File: src/rtl/ws2812_pkg.sv
// Shared definitions for the WS2812 one-wire LED driver: FSM encoding and
// default bit timing for the 10 MHz build.
package ws2812_pkg;

  typedef enum logic {
    ST_LATCH = 1'b0,
    ST_SEND  = 1'b1
  } ws_state_e;

  localparam int unsigned WS_T0H          = 4;
  localparam int unsigned WS_T1H          = 8;
  localparam int unsigned WS_TBIT         = 12;
  localparam int unsigned WS_RESET_CYCLES = 600;
  localparam int unsigned WS_FRAME_BITS   = 24;

endpackage

File: src/rtl/ws2812_bit_tx.sv
// One WS2812 bit period: 'go' starts a TBIT-clock period for bit_i, the line is
// high for T1H or T0H clocks, and last_phase_o marks the final clock of the period.
module ws2812_bit_tx
  import ws2812_pkg::*;
#(
  parameter int unsigned T0H  = WS_T0H,
  parameter int unsigned T1H  = WS_T1H,
  parameter int unsigned TBIT = WS_TBIT
) (
  input  logic clk,
  input  logic reset,
  input  logic go_i,
  input  logic bit_i,
  output logic dout_o,
  output logic last_phase_o
);

  localparam int unsigned PW = $clog2(TBIT);
  localparam logic [PW-1:0] LAST = PW'(TBIT - 1);

  logic [PW-1:0] phase_q;
  logic [PW-1:0] phase_inc;
  logic          active_q;
  logic          bit_q;
  logic          dout_q;

  function automatic logic high_at(input logic [PW-1:0] ph, input logic b);
    return b ? (32'(ph) < T1H) : (32'(ph) < T0H);
  endfunction

  assign phase_inc    = phase_q + 1'b1;
  assign last_phase_o = active_q && (phase_q == LAST);
  assign dout_o       = dout_q;

  // dout_q is loaded with the level of the phase being entered, so the line
  // always reflects the current phase straight from a flop.
  always_ff @(posedge clk) begin
    if (reset) begin
      active_q <= 1'b0;
      phase_q  <= '0;
      bit_q    <= 1'b0;
      dout_q   <= 1'b0;
    end else if (go_i) begin
      active_q <= 1'b1;
      phase_q  <= '0;
      bit_q    <= bit_i;
      dout_q   <= high_at('0, bit_i);
    end else if (active_q) begin
      if (phase_q == LAST) begin
        active_q <= 1'b0;
        phase_q  <= '0;
        dout_q   <= 1'b0;
      end else begin
        phase_q <= phase_inc;
        dout_q  <= high_at(phase_inc, bit_q);
      end
    end
  end

endmodule

File: src/rtl/ws2812_driver.sv
// Free-running WS2812 driver: latch period, then 24 bits {G,R,B} MSB first,
// repeated while enable is high. Colour inputs are snapshotted at frame start.
module ws2812_driver
  import ws2812_pkg::*;
#(
  parameter int unsigned T0H          = WS_T0H,
  parameter int unsigned T1H          = WS_T1H,
  parameter int unsigned TBIT         = WS_TBIT,
  parameter int unsigned RESET_CYCLES = WS_RESET_CYCLES
) (
  input  logic       clk,
  input  logic       reset,
  input  logic       enable,
  input  logic [7:0] red,
  input  logic [7:0] green,
  input  logic [7:0] blue,
  output logic       dout,
  output logic       busy,
  output logic       frame_done
);

  localparam int unsigned LW = $clog2(RESET_CYCLES);
  localparam logic [LW-1:0] LATCH_LAST = LW'(RESET_CYCLES - 1);
  localparam logic [4:0]    BIT_LAST   = 5'(WS_FRAME_BITS - 1);

  ws_state_e     state_q;
  logic [LW-1:0] latch_cnt_q;
  logic [4:0]    bit_idx_q;
  logic [23:0]   shift_q;
  logic          busy_q;
  logic          frame_done_q;

  logic latch_done;
  logic last_bit;
  logic tx_last;
  logic tx_go;
  logic tx_bit;
  logic tx_dout;

  assign latch_done = (state_q == ST_LATCH) && (latch_cnt_q == LATCH_LAST);
  assign last_bit   = (bit_idx_q == BIT_LAST);
  assign tx_go      = (latch_done && enable) ||
                      ((state_q == ST_SEND) && tx_last && !last_bit);
  // The first bit goes straight from the inputs; shift_q then holds the
  // remaining bits left-aligned so bit 23 is always the next one to send.
  assign tx_bit     = (state_q == ST_LATCH) ? green[7] : shift_q[23];

  always_ff @(posedge clk) begin
    if (reset) begin
      state_q      <= ST_LATCH;
      latch_cnt_q  <= '0;
      bit_idx_q    <= '0;
      shift_q      <= '0;
      busy_q       <= 1'b0;
      frame_done_q <= 1'b0;
    end else begin
      frame_done_q <= 1'b0;
      unique case (state_q)
        ST_LATCH: begin
          if (latch_cnt_q != LATCH_LAST) begin
            latch_cnt_q <= latch_cnt_q + 1'b1;
          end else if (enable) begin
            state_q   <= ST_SEND;
            shift_q   <= {green[6:0], red, blue, 1'b0};
            bit_idx_q <= '0;
            busy_q    <= 1'b1;
          end
        end
        ST_SEND: begin
          if (tx_last) begin
            if (last_bit) begin
              state_q      <= ST_LATCH;
              latch_cnt_q  <= '0;
              busy_q       <= 1'b0;
              frame_done_q <= 1'b1;
            end else begin
              bit_idx_q <= bit_idx_q + 1'b1;
              shift_q   <= {shift_q[22:0], 1'b0};
            end
          end
        end
        default: state_q <= ST_LATCH;
      endcase
    end
  end

  ws2812_bit_tx #(
    .T0H (T0H),
    .T1H (T1H),
    .TBIT(TBIT)
  ) u_bit_tx (
    .clk         (clk),
    .reset       (reset),
    .go_i        (tx_go),
    .bit_i       (tx_bit),
    .dout_o      (tx_dout),
    .last_phase_o(tx_last)
  );

  assign dout       = tx_dout;
  assign busy       = busy_q;
  assign frame_done = frame_done_q;

endmodule

File: config.mk
export PLATFORM = sky130hd
export DESIGN_NAME = ws2812_driver
export DESIGN_NICKNAME = d
export VERILOG_FILES = /design/src/rtl/ws2812_pkg.sv /design/src/rtl/ws2812_bit_tx.sv /design/src/rtl/ws2812_driver.sv
export SDC_FILE = /design/constraint.sdc
export NUM_CORES = 1
export LEC_CHECK = 0
export ABC_AREA = 1
export ABC_CLOCK_PERIOD_IN_PS = 4200
export CORE_AREA = 3 3 73 75
export DETAILED_ROUTE_END_ITERATION = 7
export DIE_AREA = 0 0 76 78
export PLACE_DENSITY = 0.81
export SKIP_CTS_REPAIR_TIMING = 1
export SYNTH_ARGS = -nofsm -noshare
export SYNTH_HDL_FRONTEND = slang
export SYNTH_HIERARCHICAL = 1
export SYNTH_SLANG_ARGS = --single-unit
File: constraint.sdc
create_clock -name clk -period 4.2 [get_ports clk]
set_input_delay 1.26 -clock clk [delete_from_list [all_inputs] [get_ports clk]]
set_output_delay 1.26 -clock clk [all_outputs]
set_load 0.03 [all_outputs]
# Word level (Yosys, flattened, before mapping)

Cells that the tools add are included.

Register bits after elaboration: 49
Latch bits: 0
Memory bits (writable): 0
ROM bits: 0
Input bits: 27
Output and inout port bits: 3
Logic and storage cells: 74
Memories kept: 0

Add/subtract/negate cells: 3
Multipliers: 0
Div/mod/pow operators: 0
Magnitude comparators: 2
Equality and inequality tests: 10
Shift operators: 0
Multiplexer cells: 34
Bitwise gates (word level): 2
Reductions and logical operators: 13

Operators with widths:

| kind                                                                         | count |
|---|---|
| 24-bit two-way mux                                                           | 4 |
| 24-bit case mux with 2 select lines                                          | 1 |
| 10-bit two-way mux                                                           | 3 |
| 5-bit two-way mux                                                            | 4 |
| 10-bit case mux with 2 select lines                                          | 1 |
| 1-bit two-way mux                                                            | 17 |
| 10-bit by 1-bit adder with 10-bit output, second input constant              | 1 |
| 10-bit equality test, second input constant                                  | 1 |
| 10-bit != test, second input constant                                        | 1 |
| 5-bit case mux with 2 select lines                                           | 1 |
| 4-bit AND reduction                                                          | 2 |
| 2-bit by 1-bit != test with 1-bit output, second input constant              | 3 |
| 2-bit != test, second input constant                                         | 3 |
| 5-bit by 1-bit adder with 5-bit output, second input constant                | 1 |
| 5-bit equality test, second input constant                                   | 1 |
| 1-bit logical AND                                                            | 5 |
| 4-bit by 1-bit adder with 4-bit output, second input constant                | 1 |
| 4-bit equality test, second input constant                                   | 1 |
| 4-bit by 3-bit less-than comparator with 1-bit output, second input constant | 1 |
| 4-bit less-than comparator, second input constant                            | 1 |
| 4-bit two-way mux                                                            | 1 |
| 1-bit case mux with 2 select lines                                           | 2 |
| 3-bit AND reduction                                                          | 1 |
| 3-bit OR reduction                                                           | 1 |
| 5 further kinds                                                              | 6 |

# Longest topological paths before layout

Gate-level depths: netlist (run 1).

Depth in word-level cells: 6
Depth in mapped cells: 11
Mapped depth without buffers: 10

# Modules after synthesis

Netlist (run 1), hierarchy kept.

Modules (own cells, without submodules):

| module        | instances | cells an instance | area each (um^2) | seq. area each (um^2) |
|---|---|---|---|---|
| ws2812_driver | 1         | 319               | 2414.8           | 820.8 |
| ws2812_bit_tx | 1         | 46                | 351.6            | 140.1 |

# Least setup slack after synthesis (run 1)

No wires, ideal clock.

Path type: input-to-reg
Start point: input enable
End point: register u_bit_tx.bit_q
Setup time: 86 ps
Arrival time: 2075 ps
Data required time: 4114 ps
Slack: 2039 ps
Cell stages on the path: 7
Buffers on the path: 1
Path through: nand2_1 -> nand2_2 -> nand3_4 -> inv_6 -> buf_8 -> inv_1 -> a211oi_1

Cells in the longest elaborated chain, start to end: 2

RTL lines:

| item                 | line                | source |
|---|---|---|
| from (decl)          | ws2812_driver.sv:13 | `input logic enable,` |
| 1-bit logical AND    | ws2812_driver.sv:42 | `assign tx_go = (latch_done && enable) \|\|` |
| 1-bit logical OR     | ws2812_driver.sv:42 |  |
| via tx_go            | ws2812_driver.sv:36 | `logic tx_go;` |
| to (signal assigned) | ws2812_bit_tx.sv:46 | `bit_q <= bit_i;` |
| to (decl)            | ws2812_bit_tx.sv:24 | `logic bit_q;` |

The timed path passes the listed nets, and every way through them passes these cells.
A chain may end at the register's enable or synchronous reset.

# Final worst setup path (run 1)

Start point: register busy_q (netlist: busy)
End point: output busy

RTL lines:

| item                   | line                | source |
|---|---|---|
| from (decl)            | ws2812_driver.sv:30 | `logic busy_q;` |
| from (signal assigned) | ws2812_driver.sv:54 | `busy_q <= 1'b0;` |
| from (signal assigned) | ws2812_driver.sv:66 | `busy_q <= 1'b1;` |
| from (signal assigned) | ws2812_driver.sv:74 | `busy_q <= 1'b0;` |
| to (decl)              | ws2812_driver.sv:18 | `output logic busy,` |

No word-level cell between the ends.

==> summary.txt, run 1 <==
Yosys
  – Mux share of post-synthesis cell area: 7.96%
  – Synth Area in Compound Gates: 6.42%
  – Largest area contributor in the synthesized netlist: dfxtp_1
  – Mean Syn Cell Area: 7.58 sq um
  – Top cells by count, synth: nand2_1, dfxtp_1, nor2_2
  – Synth Warn #: 6
  – Largest family of logic cells by synthesized area: simple AND/OR/NAND/NOR gates
  – Fraction of registers with async set/reset: 0%
  – Post-Synth Adder-Cell Area: 1.36%
  – Post-Synth Simple-Gate Area: 39.7%
  – #FFs+latches synth: 48
  – Mapped Nets: 395
  – Register area share after synthesis: 34.7%
  – Area contributors post-synth: dfxtp_1, nand2_1, nor2_2
  – Synth unique cells: 34
  – Cells after synthesis: 365
  – Post-synth top flop: dfxtp_1
  – Post-Syn Area: 0.00277 sq mm
  – Post-synth top area share: 34.7%
  – Synth Area in XOR/XNOR: 0.317%
  – Number of synthesized flops with an enable pin: 0
  – Most frequent cell after synthesis: nand2_1

Worst setup path
  – Critical R2R Launch: latch_cnt_q[0]
  – Max stage delay on crit path: 0.68 ns
  – Critical path type: register to output pin
  – Endpoint class of the critical path: output pin
  – Worst-path cell chain: clkdlybuf4s50_1
  – Startpoint Class: register
  – Critical Path RT: 2.94 ns
  – Worst reg-to-reg path cell count: 9
  – Crit path DAT: 1.36 ns
  – Critical path's slowest cell: clkdlybuf4s50_1
  – Worst path bufs/invs: 1
  – R2r endpoint: u_bit_tx/bit_q
  – Register-to-register setup slack: 2.09 ns
  – Worst Setup SP: busy
  – CP max FO: 2
  – CP top delay family: buffers and inverters

Clocking
  – Clock-pin slew on the worst setup and hold paths: 0.09 ns
  – Worst-Skew Late Latency: 0.31 ns
  – Clock net sink count: 48
  – Clk buf depth: 2
  – CTS H-Tree Depth: 2
  – CTS buffer count: 5
  – CTS tree: done
  – Root Buffer: clkbuf_8

Die
  – Die Width: 76 microns
  – Rows: 25
  – Initial core utilization: 58.6%
  – Core area: 0.00472 sq mm
  – Top Ports: 30
  – Chip Height: 78 microns
  – Total Die Area: 0.00593 sq mm

Route
  – Via density: 5.27
  – DR iter-0 viols: 252
  – Vias post-DR: 2,400
  – Post-DRT Antenna Nets: 0
  – Remaining DRCs: 0
  – Final WL: 5770 microns
  – Post-DR wirelength/cell: 12.7 microns
  – Drt first pass iters: 4

Placed design
  – Dpl cells: 447
  – Routability congestion estimate: 0.819
  – Hpwl dp: 3770 microns
  – Port Buf Inserts: 29

Finish
  – # diodes: 0
  – Area grow syn2layout: 13.7%
  – NumNets Final: 417
  – Final non-filler cell total: 455
  – Layout cells sized above 1: 20.1%

Timing
  – Period utilization: 62.3%
  – Endpoints failing setup: 0
  – Slew Limit Fails: 0
  – Endpoints failing hold: 0
  – Clk_skew: 0.00785 ns
  – Final min period: 2.62 ns
  – RSZ-0062 raised after global routing: no
  – Slew HR: 72.7%
  – Worst slew pin tran: 0.409 ns
  – FMAX: 382 MHz
  – Setup TNS: 0 ns

Min path
  – Worst Hold Path Cells: 2
  – WHS Endpoint: u_bit_tx/bit_q
  – HP Class: register to register
  – Hold path startpoint: u_bit_tx/bit_q

Global route
  – Largest net degree at the start of global routing: 30
  – Antenna violations before repair: 0
  – Remaining global-route overflow: 0
  – Vias in the first global route: 2,189
  – GRT Overall Usage: 19.8%
  – First-pass GRT wire length: 9700 microns

Power
  – VDD IR max: 0.000194 V
  – Pwr Density: 274 mW/mm^2
  – Static leakage: 0.00113 uW

Run status
  – Outcome: complete, no violations

Flow run
  – Max-cap violations: 0
## flip-flops by register name, summed over array words and instances (netlist names)
name               flops
u_bit_tx/phase_q       4
frame_done             1
u_bit_tx/active_q      1
latch_cnt_q           10
shift_q               23
u_bit_tx/bit_q         1
u_bit_tx/dout_o        1
busy                   1
state_q                1
bit_idx_q              5
## how the worst max path moves through the flow
stage,to,slack [ns],cells past startpoint
after CTS,busy,1.58,1
after global routing,busy,1.56,1
final,busy,1.58,1
after detailed placement,u_bit_tx/bit_q,1.40,7
after global placement,u_bit_tx/bit_q,1.41,7
after floorplan,u_bit_tx/bit_q,2.04,7
## layout make-up
| cell class | count | area (sq um) |
|---|---|---|
| multi-input cells | 268 | 1540 |
| flip-flops and latches | 48 | 962 |
| clock buffers | 5 | 68.8 |
| fillers | 408 | 1580 |
| inverters | 31 | 128 |
| well taps | 67 | 83.8 |
| clock inverters | 3 | 42.5 |
| repair buffers | 33 | 320 |
## per-stage QoR
| step | setup slack (ns) | util (%) | power (uW) | instance area (sq um) | hold WS [ns] |
|---|---|---|---|---|---|
| 6_report | 1.58 | 66.6 | 861 | 3150 | 0.476 |
| 5_1_grt | 1.56 | 66.6 | 892 | 3150 | 0.486 |
| 4_1_cts | 1.58 | 66.6 | 867 | 3150 | 0.470 |
| 3_5_place_dp | 1.40 | 64.3 | 532 | 3040 | 0.454 |
| 3_3_place_gp | 1.41 | 64.3 | 531 | 3040 | 0.451 |
| 2_1_floorplan | 2.04 | - | 499 | 2770 | 0.434 |
## cell families after synthesis
logic type / count (synthesis)
simple gates: 213
buf+inv: 49
xor+xnor: 1
mux: 22
fa+ha+maj: 3
flops: 48
compound gates: 29
## where the power goes
part | internal [uW] | total [uW] | switching [uW]
clock | 176 | 339 | 163
sequential | 457 | 460 | 2.45
combinational | 33.5 | 62.1 | 28.6
## cell usage in the layout (no fill, tap or decap), types with 3 or more instances in the layout
| master | n |
|---|---|
| a21oi_1 | 15 |
| inv_1 | 23 |
| nand2_2 | 3 |
| mux2i_1 | 22 |
| nor2_1 | 35 |
| nand3_2 | 4 |
| clkbuf_8 | 5 |
| nand2_4 | 3 |
| nor2_2 | 39 |
| a21oi_2 | 3 |
| dfxtp_1 | 47 |
| nand3_1 | 19 |
| nand2_1 | 74 |
| ha_1 | 3 |
| nand4_1 | 28 |
| clkdlybuf4s50_1 | 29 |
| buf_4 | 4 |
| inv_2 | 5 |
| o21ai_0 | 6 |
| nor3_1 | 3 |
## layer usage
| metal | vias up | wire length [microns] | GRT usage [%] |
|---|---|---|---|
| li1 | 1249 | - | - |
| met1 | 1088 | 2700 | 24.6 |
| met2 | 55 | 2670 | 33.2 |
| met3 | 8 | 313 | 5.22 |
| met4 | 0 | 78 | 7.25 |
| met5 | - | 0 | 0 |
No activity file was read; power rests on OpenSTA's default activity.
==> inputs of run 2 (changes only) <==
ABC_CLOCK_PERIOD_IN_PS = 2500   (was 4200)
CORE_AREA = 3 3 75 77   (was 3 3 73 75)
DIE_AREA = 0 0 78 80   (was 0 0 76 78)
PLACE_DENSITY = 0.77   (was 0.81)
clock period = 2.5 ns   (was 4.2 ns; I/O delays follow)
==> run 2 against run 1 <==
Against the previous run:
- first-iteration DRC count decreased by 40%
- non-clock buffer count is 3 higher
- worst hold slack got worse by 0.0076 ns
- sequential power is 68% higher
- clock-buffer cell count increased by 1
- cell count increased by 1.3%
- clock skew is 0.0041 ns higher
- sequential share of layout area decreased by 0.22 points
- utilization is 4.2 points lower
- die area increased by 5.3%
==> summary.txt, run 2 (synthesized netlist as in run 1, its figures left out) <==
Power
  – Static leakage: 0.00115 uW
  – Clock power share: 39.1%
  – VDD IR max: 0.000292 V
  – Overall power: 1440 uW
  – Sequential fraction of design power: 53.6%
  – Switching share of power: 22.1%
  – Int Pwr: 1120 uW
  – Sw power: 319 uW
  – Pwr Density: 455 mW/mm^2
  – Comb pwr share: 7.2%

Clocking
  – Clock-pin slew on the worst setup and hold paths: 0.10 ns
  – Clock net sink count: 48
  – CTS tree: done
  – Root Buffer: clkbuf_8
  – Worst-Skew Late Latency: 0.30 ns
  – CTS H-Tree Depth: 2
  – Clk buf depth: 2
  – CTS buffer count: 5

Finish
  – Max reg flops: 23
  – Most flops, register: shift_q
  – Area grow syn2layout: 14.6%
  – Largest regs: shift_q x23, latch_cnt_q x10, bit_idx_q x5
  – Most common cell after layout, fill and taps aside: nand2_1
  – NumNets Final: 420
  – # diodes: 0
  – Most frequent cells in the layout: nand2_1, dfxtp_1, nor2_2, nor2_1, clkdlybuf4s50_1
  – Layout cells sized above 1: 20.5%
  – Final core utilization: 62.5%

Route
  – Final WL: 5980 microns
  – Via density: 5.26
  – Vias post-DR: 2,424
  – DR iter-0 viols: 152
  – Post-DR wirelength/cell: 13.0 microns
  – Post-DRT Antenna Nets: 0
  – Drt first pass iters: 4
  – Remaining DRCs: 0

Global route
  – Remaining global-route overflow: 0
  – GRT Overall Usage: 20.1%
  – Met2 GRT Util: 34.2%
  – GRT met1 Usage: 25.5%
  – Largest net degree at the start of global routing: 31
  – Gr busiest metal: met2
  – GR Layer Usage met3: 4.51%
  – Vias in the first global route: 2,234
  – First-pass GRT wire length: 10,100 microns
  – Antenna violations before repair: 0

Worst setup path
  – Endpoint class of the critical path: output pin
  – Critical R2R Launch: u_bit_tx/phase_q[0]
  – CP top delay family: buffers and inverters
  – Critical path type: register to output pin
  – Critical path's slowest cell: clkdlybuf4s50_1
  – CP max FO: 2
  – Worst Setup SP: u_bit_tx/dout_o
  – Critical Path RT: 1.75 ns
  – Worst path bufs/invs: 1
  – Startpoint Class: register
  – Crit path DAT: 1.37 ns
  – Worst-path cell chain: clkdlybuf4s50_1
  – Max stage delay on crit path: 0.69 ns

Timing
  – Endpoints failing setup: 0
  – Setup TNS: 0 ns
  – Slew HR: 70.3%
  – Slew Limit Fails: 0
  – Final min period: 2.12 ns
  – Endpoints failing hold: 0
  – Worst slew pin tran: 0.445 ns
  – RSZ-0062 raised after global routing: no
  – Period utilization: 84.9%
  – FMAX: 471 MHz
  – Clk_skew: 0.0120 ns

Placed design
  – Port Buf Inserts: 29
  – Hpwl dp: 3970 microns
  – Routability congestion estimate: 0.895

Die
  – Initial core utilization: 54.5%
  – Die Width: 78 microns
  – Core area: 0.00507 sq mm
  – Chip Height: 80 microns
  – Rows: 26
  – Top Ports: 30
  – Total Die Area: 0.00624 sq mm

Min path
  – HP Class: register to register
  – Hold path startpoint: busy

Flow run
  – Max-cap violations: 0

Run status
  – Outcome: complete, no violations
## run 2: changes by cell type in the layout (fill, tap and decap cells not counted), sizes merged
cell,change
buf,+3
clkbuf,+1
clkinvlp,-1
## run 2: metrics by stage
step	instance area, sq um	hold WS [ns]	instances	setup WS, ns
2_1_floorplan	2770	0.434	365	0.732
3_3_place_gp	3060	0.447	453	0.347
3_5_place_dp	3060	0.461	453	0.293
4_1_cts	3170	0.474	461	0.388
5_1_grt	3170	0.508	461	0.217
6_report	3170	0.468	461	0.377
## run 2: final cells by class
cell class,count,area [sq um]
Clock buffer,6,72.6
Clock inverter,2,35.0
Fill cell,473,1910
Inverter,31,128
Multi-Input combinational cell,268,1540
Sequential cell,48,962
Tap cell,70,87.6
Timing Repair Buffer,36,343
## run 2: layer usage
metal | share of wire [%] | vias to the layer above
met2 | 47 | 46
li1 | - | 1250
met3 | 4.1 | 9
met5 | 0 | -
met4 | 1.6 | 0
met1 | 47 | 1119
## run 2: path summary, 6_finish.rpt
kind              cells after the start  slack, ns              to
setup / recovery                      1       0.38            dout
hold / removal                        2       0.47            busy
setup reg to reg                      9       0.45  u_bit_tx/bit_q
hold reg to reg                       2       0.47            busy
## run 2: power groups by stage
stage	Sequential (uW)	Combinational [uW]	Clock [uW]
after global routing	773	116	605
after global placement	790	103	0
after floorplan	789	49.9	0
final	773	104	563
after detailed placement	790	104	0
after CTS	772	105	570
